## config.mk

```make
export PLATFORM = sky130hd
export DESIGN_NAME = skeleton_phase_ctrl
export DESIGN_NICKNAME = d
export VERILOG_FILES = /design/src/rtl/skeleton_phase_ctrl.sv
export SDC_FILE = /design/constraint.sdc
export NUM_CORES = 1
export LEC_CHECK = 0
export BUFFER_PORTS_ARGS = -buffer_cell sky130_fd_sc_hd__buf_4
export CAP_MARGIN = 10
export CORE_UTILIZATION = 49
export CTS_CLUSTER_SIZE = 16
export DETAILED_ROUTE_END_ITERATION = 8
export PLACE_DENSITY = 0.75
export SETUP_SLACK_MARGIN = 0.05
export SLEW_MARGIN = 20
export SYNTH_ARGS = -nofsm -noshare
export SYNTH_HDL_FRONTEND = slang
export SYNTH_SLANG_ARGS = --single-unit
```

## constraint.sdc

```tcl
create_clock -name clock -period 1.5 [get_ports clock]
set_input_delay 0.3 -clock clock [delete_from_list [all_inputs] [get_ports clock]]
set_output_delay 0.3 -clock clock [all_outputs]
set_load 0.01 [all_outputs]
```

## src/rtl/skeleton_phase_ctrl.sv

```systemverilog
// Phase sequencer for the multi-phase 32-bit processor skeleton.
// Walks one instruction at a time through fetch, regfile read, dmem access
// and commit, each phase announced by a registered one-cycle enable strobe.
// Also stretches reset to the core, implements run/halt/single-step control,
// waits on dmem handshakes with a timeout and counts retired instructions.
module skeleton_phase_ctrl #(
  parameter int RESET_HOLD  = 8,
  parameter int MEM_TIMEOUT = 15,
  parameter int CNT_W       = 32
) (
  input  logic             clock,
  input  logic             reset,
  input  logic             run,
  input  logic             step,
  input  logic             halt_req,
  input  logic             dmem_ready,
  output logic             core_reset_n,
  output logic             imem_en,
  output logic             regfile_en,
  output logic             dmem_en,
  output logic             proc_en,
  output logic             halted,
  output logic             mem_err,
  output logic [CNT_W-1:0] retired
);

  localparam int HOLD_W = (RESET_HOLD > 1) ? $clog2(RESET_HOLD) : 1;
  localparam int WAIT_W = (MEM_TIMEOUT > 1) ? $clog2(MEM_TIMEOUT) : 1;
  localparam logic [HOLD_W-1:0] HOLD_LAST = HOLD_W'(RESET_HOLD - 1);
  localparam logic [WAIT_W-1:0] WAIT_LAST = WAIT_W'(MEM_TIMEOUT - 1);

  typedef enum logic [2:0] {
    ST_RST      = 3'd0,
    ST_HALT     = 3'd1,
    ST_FETCH    = 3'd2,
    ST_READ     = 3'd3,
    ST_MEM      = 3'd4,
    ST_MEM_WAIT = 3'd5,
    ST_COMMIT   = 3'd6
  } state_t;

  state_t            state_q, state_d;
  logic [HOLD_W-1:0] hold_cnt_q, hold_cnt_d;
  logic [WAIT_W-1:0] wait_cnt_q, wait_cnt_d;
  logic              step_mode_q, step_mode_d;
  logic              core_reset_n_q, core_reset_n_d;
  logic              mem_err_q, mem_err_d;
  logic              imem_en_q, imem_en_d;
  logic              regfile_en_q, regfile_en_d;
  logic              dmem_en_q, dmem_en_d;
  logic              proc_en_q, proc_en_d;
  logic              halted_q, halted_d;
  logic [CNT_W-1:0]  retired_q, retired_d;

  // State register plus every registered output; async reset returns all to idle values.
  always_ff @(posedge clock or negedge reset) begin
    if (!reset) begin
      state_q        <= ST_RST;
      hold_cnt_q     <= '0;
      wait_cnt_q     <= '0;
      step_mode_q    <= 1'b0;
      core_reset_n_q <= 1'b0;
      mem_err_q      <= 1'b0;
      imem_en_q      <= 1'b0;
      regfile_en_q   <= 1'b0;
      dmem_en_q      <= 1'b0;
      proc_en_q      <= 1'b0;
      halted_q       <= 1'b0;
      retired_q      <= '0;
    end else begin
      state_q        <= state_d;
      hold_cnt_q     <= hold_cnt_d;
      wait_cnt_q     <= wait_cnt_d;
      step_mode_q    <= step_mode_d;
      core_reset_n_q <= core_reset_n_d;
      mem_err_q      <= mem_err_d;
      imem_en_q      <= imem_en_d;
      regfile_en_q   <= regfile_en_d;
      dmem_en_q      <= dmem_en_d;
      proc_en_q      <= proc_en_d;
      halted_q       <= halted_d;
      retired_q      <= retired_d;
    end
  end

  // Next-state logic: phase sequencing, reset stretch, dmem wait/timeout, step tracking.
  always_comb begin
    state_d        = state_q;
    hold_cnt_d     = hold_cnt_q;
    wait_cnt_d     = wait_cnt_q;
    step_mode_d    = step_mode_q;
    core_reset_n_d = core_reset_n_q;
    mem_err_d      = mem_err_q;
    case (state_q)
      ST_RST: begin
        // Core reset is released on the final hold count; the first phase
        // decision is taken one cycle later so the core sees reset gone first.
        if (!core_reset_n_q) begin
          if (hold_cnt_q == HOLD_LAST) begin
            core_reset_n_d = 1'b1;
          end else begin
            hold_cnt_d = hold_cnt_q + HOLD_W'(1);
          end
        end else begin
          step_mode_d = 1'b0;
          state_d     = run ? ST_FETCH : ST_HALT;
        end
      end
      ST_HALT: begin
        // A step while running is meaningless, so it only counts when run=0.
        if (run || step) begin
          step_mode_d = !run;
          state_d     = ST_FETCH;
        end
      end
      ST_FETCH: state_d = ST_READ;
      ST_READ:  state_d = ST_MEM;
      ST_MEM: begin
        wait_cnt_d = '0;
        state_d    = dmem_ready ? ST_COMMIT : ST_MEM_WAIT;
      end
      ST_MEM_WAIT: begin
        // A ready arriving on the last allowed wait cycle still wins over the timeout.
        if (dmem_ready) begin
          state_d = ST_COMMIT;
        end else if (wait_cnt_q == WAIT_LAST) begin
          mem_err_d = 1'b1;
          state_d   = ST_HALT;
        end else begin
          wait_cnt_d = wait_cnt_q + WAIT_W'(1);
        end
      end
      ST_COMMIT: begin
        state_d = (halt_req || !run || step_mode_q) ? ST_HALT : ST_FETCH;
      end
      default: state_d = ST_RST;
    endcase
  end

  // Output logic: strobes decoded from the next state so they are registered yet phase-aligned.
  always_comb begin
    imem_en_d    = (state_d == ST_FETCH);
    regfile_en_d = (state_d == ST_READ);
    dmem_en_d    = (state_d == ST_MEM) || (state_d == ST_MEM_WAIT);
    proc_en_d    = (state_d == ST_COMMIT);
    halted_d     = (state_d == ST_HALT);
    retired_d    = retired_q;
    if (state_q == ST_COMMIT) begin
      retired_d = retired_q + CNT_W'(1);
    end
  end

  assign core_reset_n = core_reset_n_q;
  assign imem_en      = imem_en_q;
  assign regfile_en   = regfile_en_q;
  assign dmem_en      = dmem_en_q;
  assign proc_en      = proc_en_q;
  assign halted       = halted_q;
  assign mem_err      = mem_err_q;
  assign retired      = retired_q;

endmodule

```

# [Yosys cells after proc, flatten, opt, wreduce, memory -nomap -nowiden]
# Index checks and enable logic that the tools add are counted.
[totals] inputBits=6 output_inout_bits=39 register_bits=50 wordCells=64
[op_classes] n_mux=16 bitwise=3 n_reduce_logical=12 n_addsub=3 n_eq_ne=18
[op_table] operator="$add 32x1->32 const B" n=1
[op_table] operator="$eq 3x3->1 const B" n=7
[op_table] operator="$pmux 3 s7" n=1
[op_table] operator="$eq 3x2->1 const B" n=4
[op_table] operator="$mux 3" n=4
[op_table] operator="$reduce_and 3->1" n=4
[op_table] operator="$mux 4" n=2
[op_table] operator="$ne 2x2->1 const B" n=4
[op_table] operator="$pmux 4 s2" n=1
[op_table] operator="$eq 3x1->1 const B" n=2
[op_table] operator="$mux 2" n=3
[op_table] operator="$add 4x1->4 const B" n=1
[op_table] operator="$eq 4x4->1 const B" n=1
[op_table] operator="$logic_or 1x1->1" n=4
[op_table] operator="$mux 1" n=4
[op_table] operator="$reduce_bool 2->1" n=2
[op_table] operator="$add 3x1->3 const B" n=1
[op_table] operator="$logic_not 3->1" n=1
[op_table] operator="$not 1->1" n=3
[op_table] operator="$pmux 1 s2" n=1
[op_table] operator="$logic_not 1->1" n=1

# [Depth between registers and ports, before layout]
# Gate-level depths: netlist of run 1.
[depth] depth_word=7 ltp_mapped=6 mapped_depth_nobuf=6

# [Worst setup path after synthesis of run 1]
# No wires, ideal clock.
[synth_timing] path_kind="reg2reg" from="register retired_q[0] (netlist: retired[0])" to="register retired_q[16] (netlist: retired[16])" stages_incl_launch_ff=6 slack_ns=-0.140 arrival_ns=1.514 required_ns=1.374 setup_ns=0.126 path_buffers=0 period_less_slack_ns=1.640 cell_sequence="dfrtp_1 ha_1 nand3_1 nor4_4 nand4_1 xnor2_1"
[synth_via] elab_chain_len=1
[synth_lines] element="start: declaration" line="53" source="logic [CNT_W-1:0] retired_q, retired_d;"
[synth_lines] element="start signal: assignment" line="82" source="retired_q <= retired_d;"
[synth_lines] element="$add 32x1->32" line="149" source="retired_d = retired_q + CNT_W'(1);"
# No other way between the ends.
# A chain may end at the register's enable or synchronous reset.

# [Worst setup path in the final report of run 1]
[layout_timing] from="register state_q[0]" to="register retired_q[29] (netlist: retired[29])"
[layout_via] elab_chain_len=1
[layout_lines] element="start: declaration" line="42" source="state_t state_q, state_d;"
[layout_lines] element="start signal: assignment" line="71" source="state_q <= state_d;"
[layout_lines] element="$eq 3x3->1" line="148" source="if (state_q == ST_COMMIT) begin"
# No other way between the ends.

==> impl_metrics.env, run 1 <==
export IMPL_status="complete, but fails checks"
export IMPL_violations="DRC, setup timing"
export IMPL_cts_root_buf="clkbuf_8"
export IMPL_period_share_pct=100
export IMPL_drt_total_wl_mm=5.19
export IMPL_num_nets_final=312
export IMPL_crit_required_ns=1.69
export IMPL_path_cells="nand4b_4 > nor4_4 > buf_6 > nand4_1 > xnor2_1"
export IMPL_slowest_stage="dfrtp_1"
export IMPL_grt_pass1_vias=1754
export IMPL_path_buf_inv=1
export IMPL_cts_sinks=50
export IMPL_synth_area_leader_cell="dfrtp_1"
export IMPL_grt_usage_pct=21.0
export IMPL_ys_ff_latch=50
export IMPL_syn_area_per_cell_um2=11.4
export IMPL_ys_types=40
export IMPL_n_antenna_cell=0
export IMPL_finalCriticalPeriod_ns=1.50
export IMPL_htreeDepth=2
export IMPL_io_pins=45
export IMPL_min_from="step"
export IMPL_async_reset_ff_share_pct=100
export IMPL_num_vias=1869
export IMPL_drc=4
export IMPL_synthTopCellsByCount="50 x dfrtp_1, 28 x xnor2_1, 17 x nand2_1, 15 x nor2_1, 13 x nand3_1"
export IMPL_cp_arrival_ns=1.69
export IMPL_max_cap_viol_count=0
export IMPL_fin_skew_ns=0.00755
export IMPL_relSlewSlack_pct=73.2
export IMPL_ys_top_cells_by_area="dfrtp_1 54%, xnor2_1 11%, nand4_1 3.2%, nand3_1 2.8%, nand2_1 2.7%"
export IMPL_final_antenna_net_count=0
export IMPL_core_area_um2=4470
export IMPL_setup_slack_ns=-0.000617
export IMPL_synth_flop_cell="dfrtp_1"
export IMPL_p_leak_nw=1.65
export IMPL_grt_overflow=0
export IMPL_grt_max_degree=33
export IMPL_worstSkewPairLatency_ns=0.30
export IMPL_synth_edff_count=0
export IMPL_vias_per_cell=5.28
export IMPL_dr_pass1_iters=6
export IMPL_drt_initial_drc_count=133
export IMPL_wl_met3_um=140
export IMPL_placed_cells=331
export IMPL_postSynthCellCount=205
export IMPL_finalHoldViolCount=0
export IMPL_yosysWarnings=0
export IMPL_reg2reg_from="state_q[0]"
export IMPL_crit_family="simple AND/OR/NAND/NOR gates"
export IMPL_cts_made_buffers=5
export IMPL_grt_antenna_before_repair=0
export IMPL_rows=24
export IMPL_die_area_um2=5040
export IMPL_setup_violations_final=1
export IMPL_total_power_mw=4.53
export IMPL_met1_length_mm=2.37
export IMPL_drive_gt1_share_pct=45.0
export IMPL_clkTransAtPathRegs_ns=0.09
export IMPL_io_buffers=44
export IMPL_worst_pin_slew_ns=0.401
export IMPL_routedWlPerCell_um=14.7
export IMPL_rsz0062_at_grt="yes"
export IMPL_cp_max_fo=10
export IMPL_critPathKind="flip-flop to flip-flop"
export IMPL_die_w_um=71.0
export IMPL_final_max_slew_violation_count=0
export IMPL_final_fill_count=309
export IMPL_start_util_pct=52.2
export IMPL_critPathCaptureType="flip-flop"
export IMPL_final_cell_count_no_fill=354
export IMPL_cts_tree="done"
export IMPL_grt_pass1_wl_mm=8.21
export IMPL_cts_path_max_buffers=2
export IMPL_clock_fmax_ghz=0.666
export IMPL_dp_hpwl_mm=3.50
export IMPL_area_growth_pct=43.5
export IMPL_yosysSeqAreaShare_pct=53.6
export IMPL_place_congestion=0.789
export IMPL_hp_class="primary input to flip-flop"
export IMPL_met2_length_mm=2.65
export IMPL_ir_drop_v=0.00116
export IMPL_yosysTopAreaCellShare_pct=53.6
export IMPL_topRoutingLayerUsed="met4"
export IMPL_cp_start_kind="flip-flop"
export IMPL_crit_start="state_q[0]"
export IMPL_die_h_um=71.0
export IMPL_power_density_nw_per_um2=1350
export IMPL_yosysMostFrequentCell="dfrtp_1"
export IMPL_synthesis_nets=216
export IMPL_max_stage_delay_ns=0.39
export IMPL_netlist_area_um2=2330
## final timing paths
check	endpoint	slack [ns]	depth (start not counted)
worst max-delay path	retired[29]	-0.0006	5
worst min-delay path	step_mode_q	0.34	3
worst max register to register	retired[29]	-0.0006	5
worst min register to register	retired[31]	0.48	1
max in group asynchronous	retired[21]	0.64	3
min in group asynchronous	retired[9]	0.41	2
## metal layers
layer / vias to the layer above / GRT usage [%]
li1: 906 / -
met1: 931 / 27.8
met2: 28 / 35.9
met3: 4 / 3.85
met4: 0 / 5.11
met5: - / 0
## area by class of cell
cell class | instances | area (µm²) | share of cell area, %
Clock buffer | 6 | 72.6 | 2.17
Clock inverter | 2 | 37.5 | 1.12
Inverter | 6 | 22.5 | 0.672
Multi-Input combinational cell | 145 | 1170 | 34.9
Sequential cell | 50 | 1250 | 37.5
Tap cell | 52 | 65.1 | 1.94
Timing Repair Buffer | 93 | 728 | 21.7
## cells by family (layout without fill, tap and decap cells)
family,Yosys count,in the layout,synth area share (%)
AO/OA/AOI/OAI,17,17,4.61
XOR/XNOR,34,34,12.8
adder cells (fa/ha/maj),5,5,2.68
buffers and inverters,10,107,1.88
flip-flops,50,50,53.6
multiplexers,4,4,1.88
AND/OR/NAND/NOR,85,85,22.6
## worst register-to-register path, delay by kind of cell, from the launching register on
kind | cells | cell delay (ns)
and+or+nand+nor | 3 | 0.67
xor gates and xnor gates | 1 | 0.16
buffers and inverters | 1 | 0.18
DFF | 1 | 0.39
## through the flow
step / utilization [%] / TNS (ns) / cell area [µm²] / hold slack, ns / setup slack, ns
2_1_floorplan: - / -1.02 / 2350 / 0.00441 / -0.110
3_3_place_gp: 66.9 / -0.00401 / 2990 / 0.196 / -0.00401
3_5_place_dp: 66.9 / -0.259 / 2990 / 0.200 / -0.0434
4_1_cts: 71.8 / -0.00895 / 3210 / 0.284 / -0.00480
5_1_grt: 74.9 / -0.951 / 3350 / 0.336 / -0.0910
6_report: 74.9 / -0.000617 / 3350 / 0.340 / -0.000617
## placed cells by master (no fill, tap or decap), types with 4 or more instances in the layout
| cell | n |
|---|---|
| nand2_1 | 14 |
| inv_1 | 6 |
| buf_6 | 4 |
| nand4_1 | 12 |
| xnor2_1 | 28 |
| nor2_1 | 13 |
| dfrtp_1 | 47 |
| buf_4 | 87 |
| nand3_1 | 10 |
| o21ai_0 | 4 |
| clkbuf_8 | 5 |
| xor2_1 | 6 |
## flip-flops by register name, summed over array words and instances (netlist names), 3 cells and up
signal and flops:
retired 32, wait_cnt_q 4, hold_cnt_q 3, state_q 3
## report_power, final
part | leakage, nW | internal (mW) | switching [mW]
Clock | 0.0514 | 0.498 | 0.441
Combinational | 0.934 | 0.944 | 0.835
Sequential | 0.666 | 1.60 | 0.214
Total | 1.65 | 3.04 | 1.49
## what timing repair did
action	CTS	global route
gates cloned	1	0
setup endpoints to repair	24	27
resized for setup	14	20
hold endpoints to repair	18	0
hold buffers	1	0
setup buffers	5	8
pin swaps	13	13
Power figures use the tool's default switching activity.
==> run 2: changes to the inputs <==
Settings changed: SETUP_SLACK_MARGIN 0.05 to 0.02.
==> impl_metrics.env, run 2 (synthesized netlist as in run 1, its figures left out) <==
export IMPL_status="complete, but fails checks"
export IMPL_timing_setup_tns_ns=-0.0101
export IMPL_cts_tree="done"
export IMPL_wl_met3_um=165
export IMPL_path_cells="nand4b_4 > nor4_4 > buf_2 > nand3_2 > xnor2_1"
export IMPL_io_pins=45
export IMPL_max_cap_viol_count=0
export IMPL_drc=4
export IMPL_placed_cells=333
export IMPL_drive_gt1_share_pct=43.9
export IMPL_crit_required_ns=1.69
export IMPL_clock_fmax_ghz=0.664
export IMPL_final_common_cell="buf_4"
export IMPL_num_vias=1853
export IMPL_routedWlPerCell_um=14.6
export IMPL_final_area_um2=3310
export IMPL_grt_overflow=0
export IMPL_n_antenna_cell=0
export IMPL_worstHoldEndpoint="proc_en"
export IMPL_largest_register_ffs=32
export IMPL_grt_pass1_vias=1886
export IMPL_cp_start_kind="flip-flop"
export IMPL_start_util_pct=52.2
export IMPL_die_h_um=71.0
export IMPL_setup_slack_ns=-0.00592
export IMPL_ir_drop_v=0.00102
export IMPL_critPathKind="flip-flop to flip-flop"
export IMPL_final_seq_area_um2=1250
export IMPL_dr_pass1_iters=7
export IMPL_hold_depth=2
export IMPL_final_antenna_net_count=0
export IMPL_grt_max_degree=31
export IMPL_rows=24
export IMPL_final_cell_count_no_fill=353
export IMPL_core_area_um2=4470
export IMPL_mostFrequentLayoutCells="84 x buf_4, 47 x dfrtp_1, 28 x xnor2_1"
export IMPL_grt_pass1_wl_mm=8.38
export IMPL_die_w_um=71.0
export IMPL_die_area_um2=5040
export IMPL_place_area_um2=3000
export IMPL_grt_antenna_before_repair=0
export IMPL_place_congestion=0.788
export IMPL_path_buf_inv=1
export IMPL_vias_per_cell=5.25
export IMPL_min_from="dmem_ready"
export IMPL_cts_made_buffers=5
export IMPL_setup_violations_final=2
export IMPL_power_density_nw_per_um2=1320
export IMPL_met1_length_mm=2.21
export IMPL_clkTransAtPathRegs_ns=0.09
export IMPL_slowest_stage="dfrtp_1"
export IMPL_finalCriticalPeriod_ns=1.51
export IMPL_cp_max_fo=5
export IMPL_final_fill_count=299
export IMPL_critPathCaptureType="flip-flop"
export IMPL_reg2reg_depth=5
export IMPL_reg2reg_to="retired[18]"
export IMPL_htreeDepth=2
export IMPL_final_max_slew_violation_count=0
export IMPL_worstSkewPairLatency_ns=0.31
export IMPL_hp_class="primary input to flip-flop"
export IMPL_cts_path_max_buffers=2
export IMPL_cts_sinks=50
export IMPL_drt_total_wl_mm=5.14
export IMPL_cts_root_buf="clkbuf_8"
export IMPL_io_buffers=44
export IMPL_fin_skew_ns=0.0103
export IMPL_crit_family="simple AND/OR/NAND/NOR gates"
export IMPL_max_stage_delay_ns=0.40
export IMPL_num_nets_final=311
export IMPL_relSlewSlack_pct=72.3
export IMPL_grt_usage_pct=21.2
export IMPL_rrSetupSlack_ns=-0.006
export IMPL_period_share_pct=100
export IMPL_multi_input_comb_area_um2=1150
export IMPL_drt_initial_drc_count=73
export IMPL_violations="DRC, setup timing"
export IMPL_reg2reg_from="state_q[0]"
export IMPL_met2_length_mm=2.68
export IMPL_dp_hpwl_mm=3.37
export IMPL_cp_arrival_ns=1.70
export IMPL_p_leak_nw=1.64
export IMPL_topRoutingLayerUsed="met4"
export IMPL_area_growth_pct=41.9
export IMPL_finalHoldViolCount=0
export IMPL_worst_pin_slew_ns=0.415
export IMPL_rsz0062_at_grt="yes"
==> run 2: changes by cell type in the layout (fill, tap and decap cells not counted), moves of 2 or more <==
cell / previous run / this run
buf_4: 87 / 84
buf_2: 0 / 2
nand2_1: 14 / 16
nand2_2: 3 / 1
nor2_1: 13 / 11
nor2_2: 2 / 4
==> run 2: worst max path at each step <==
stage,startpoint,end,cells past startpoint
floorplan,retired[1],retired[16],5
global placement,state_q[0],retired[29],5
detailed placement,retired[1],retired[24],6
CTS,state_q[0],retired[18],5
global route,state_q[0],retired[29],5
finish,state_q[0],retired[18],5
==> run 2: metal layers <==
metal,vias to the layer above,global-route usage (%)
met4,0,8.22
met3,9,3.28
met1,902,26.9
met2,37,36.8
met5,-,0
li1,905,-
==> run 2: area by class of cell <==
type,instances,area share (%)
Inverter,6,0.680
Clock inverter,2,0.491
Multi-Input combinational cell,145,34.8
Timing Repair Buffer,92,21.6
Clock buffer,6,2.49
Sequential cell,50,37.9
Tap cell,52,1.97
==> run 2: power by group <==
part           switching, mW  leakage, nW  internal (mW)
Sequential             0.204        0.666           1.60
Clock                  0.466       0.0478          0.380
Combinational          0.813        0.922          0.896
==> run 2: stage by stage <==
stage | setup slack, ns | hold WS (ns) | power (mW) | utilization, %
after floorplan | -0.110 | 0.00441 | 2.57 | -
after global placement | -0.0163 | 0.259 | 3.15 | 67.1
after detailed placement | -0.0850 | 0.263 | 3.20 | 67.1
after CTS | -0.0201 | 0.278 | 4.10 | 70.9
after global routing | -0.0954 | 0.318 | 4.63 | 74.0
final | -0.00592 | 0.313 | 4.36 | 74.0
==> run 2: what timing repair did <==
item / CTS / global route
pin swaps: 7 / 6
cloned: 1 / 1
hold buffers: 1 / 0
gates resized for setup: 8 / 22
setup endpoints to repair: 21 / 31
buffers inserted: 3 / 6
endpoints found under the hold margin: 29 / 0
==> run 3: changes to the inputs <==
Settings changed: BUFFER_PORTS_ARGS -buffer_cell sky130_fd_sc_hd__buf_4 to not set, CORE_UTILIZATION 49 to 56, DONT_BUFFER_PORTS set to 1, PLACE_DENSITY 0.75 to 0.74.
==> impl_metrics.env, run 3 (synthesized netlist as in run 1, its figures left out) <==
export IMPL_seq_power_share_pct=38.1
export IMPL_num_nets_final=279
export IMPL_core_area_um2=4000
export IMPL_htreeDepth=2
export IMPL_max_stage_delay_ns=0.40
export IMPL_switching_share_pct=32.7
export IMPL_drive_gt1_share_pct=40.9
export IMPL_rsz0062_at_grt="yes"
export IMPL_fin_skew_ns=0.00832
export IMPL_worstSkewPairLatency_ns=0.31
export IMPL_final_area_um2=3220
export IMPL_cts_made_buffers=5
export IMPL_dr_pass1_iters=4
export IMPL_period_share_pct=107
export IMPL_clkPwrFrac_pct=24.2
export IMPL_drt_initial_drc_count=99
export IMPL_finalCriticalPeriod_ns=1.60
export IMPL_grt_max_degree=51
export IMPL_hp_class="primary input to flip-flop"
export IMPL_crit_required_ns=1.70
export IMPL_drc=0
export IMPL_cp_max_fo=5
export IMPL_path_buf_inv=1
export IMPL_power_density_nw_per_um2=1490
export IMPL_io_buffers=0
export IMPL_mostFrequentLayoutCells="48 x buf_4, 48 x dfrtp_1, 26 x xnor2_1"
export IMPL_path_cells="nand4b_4 > nor4_4 > buf_6 > nand4_1 > xnor2_1"
export IMPL_grt_usage_pct=27.3
export IMPL_p_switching_mw=1.57
export IMPL_grt_pass1_vias=1910
export IMPL_final_antenna_net_count=0
export IMPL_utilization_pct=80.6
export IMPL_die_area_um2=4430
export IMPL_io_pins=45
export IMPL_timing_hold_ws_ns=0.129
export IMPL_worst_pin_slew_ns=0.403
export IMPL_vias_per_cell=5.78
export IMPL_largest_register_ffs=32
export IMPL_area_growth_pct=38.2
export IMPL_cp_start_kind="flip-flop"
export IMPL_relSlewSlack_pct=73.1
export IMPL_finalHoldViolCount=0
export IMPL_critPathKind="flip-flop to flip-flop"
export IMPL_routedWlPerCell_um=18.3
export IMPL_cts_path_max_buffers=2
export IMPL_setup_violations_final=22
export IMPL_grt_antenna_before_repair=0
export IMPL_grt_overflow=0
export IMPL_rows=23
export IMPL_num_vias=1843
export IMPL_timing_setup_tns_ns=-1.08
export IMPL_status="complete, but fails checks"
export IMPL_cts_root_buf="clkbuf_8"
export IMPL_final_max_slew_violation_count=0
export IMPL_place_congestion=0.769
export IMPL_ir_drop_v=0.00105
export IMPL_dp_hpwl_mm=3.60
export IMPL_cp_arrival_ns=1.80
export IMPL_violations="setup timing"
export IMPL_place_area_um2=2660
export IMPL_max_cap_viol_count=0
export IMPL_clock_fmax_ghz=0.625
export IMPL_p_comb_share_pct=37.7
export IMPL_intPower_mw=3.23
export IMPL_cts_sinks=50
export IMPL_start_util_pct=58.3
export IMPL_crit_family="simple AND/OR/NAND/NOR gates"
export IMPL_die_h_um=66.6
export IMPL_n_antenna_cell=0
export IMPL_slowest_stage="dfrtp_1"
export IMPL_setup_slack_ns=-0.100
export IMPL_clkTransAtPathRegs_ns=0.09
export IMPL_drt_total_wl_mm=5.85
export IMPL_grt_pass1_wl_mm=8.87
export IMPL_cts_tree="done"
export IMPL_p_leak_nw=1.54
export IMPL_critPathCaptureType="flip-flop"
export IMPL_die_w_um=66.6
[run 3: changes by cell type in the layout (fill, tap and decap cells not counted), moves of 2 or more]
cell / delta
xnor2_1: -2
nand2_2: +2
xnor2_2: +2
buf_4: -36
nand3_1: -2
nand2_1: -3
bufinv_16: +2
buf_6: +6
buf_2: -2
[run 3: repair_timing]
item / 4_1_cts / 5_1_grt
hold endpoints to repair: 50 / 50
setup endpoints to repair: 27 / 34
cloned: 2 / 0
setup buffers: 8 / 12
pin swaps: 16 / 17
resized for setup: 14 / 38
[run 3: worst paths after layout]
check                         startpoint       endpoint  slack, ns  cells after the start
max in group asynchronous          reset     retired[0]       0.78                      2
setup reg to reg              state_q[0]    retired[27]      -0.10                      5
setup / recovery              state_q[0]    retired[27]      -0.10                      5
min in group asynchronous          reset    retired[21]       0.49                      2
hold reg to reg            hold_cnt_q[0]  hold_cnt_q[0]       0.49                      1
hold / removal                dmem_ready        proc_en       0.13                      1
[run 3: power groups by stage]
| stage | Sequential (mW) | Clock [mW] | Combinational [mW] |
|---|---|---|---|
| after global placement | 1.81 | 0 | 1.10 |
| final | 1.83 | 1.16 | 1.81 |
| after detailed placement | 1.83 | 0 | 1.20 |
| after CTS | 1.81 | 1.17 | 1.28 |
| after floorplan | 1.86 | 0 | 0.715 |
| after global routing | 1.85 | 1.23 | 1.97 |
[run 3: per-stage QoR]
stage	worst slack, ns	cells	power [mW]
final	-0.100	319	4.80
after global routing	-0.172	319	5.05
after CTS	-0.0607	305	4.26
after detailed placement	-0.144	287	3.03
after global placement	-0.00212	287	2.91
after floorplan	-0.110	205	2.57
[run 3: cell type report]
cell class              instances  area [µm²]
clock buffers                   6        82.6
clock inverters                 2        60.1
fillers                       224         776
inverters                       6        22.5
multi-input cells             145        1230
flip-flops and latches         50        1250
well taps                      50        62.6
repair buffers                 60         510
[run 3: routing by layer]
metal  GRT usage, %  wire, µm  vias up
met2           49.9      3180       55
met1           29.5      2260      927
li1               -         -      842
met5              0         0        -
met4           9.84       166        0
met3           7.88       249       19
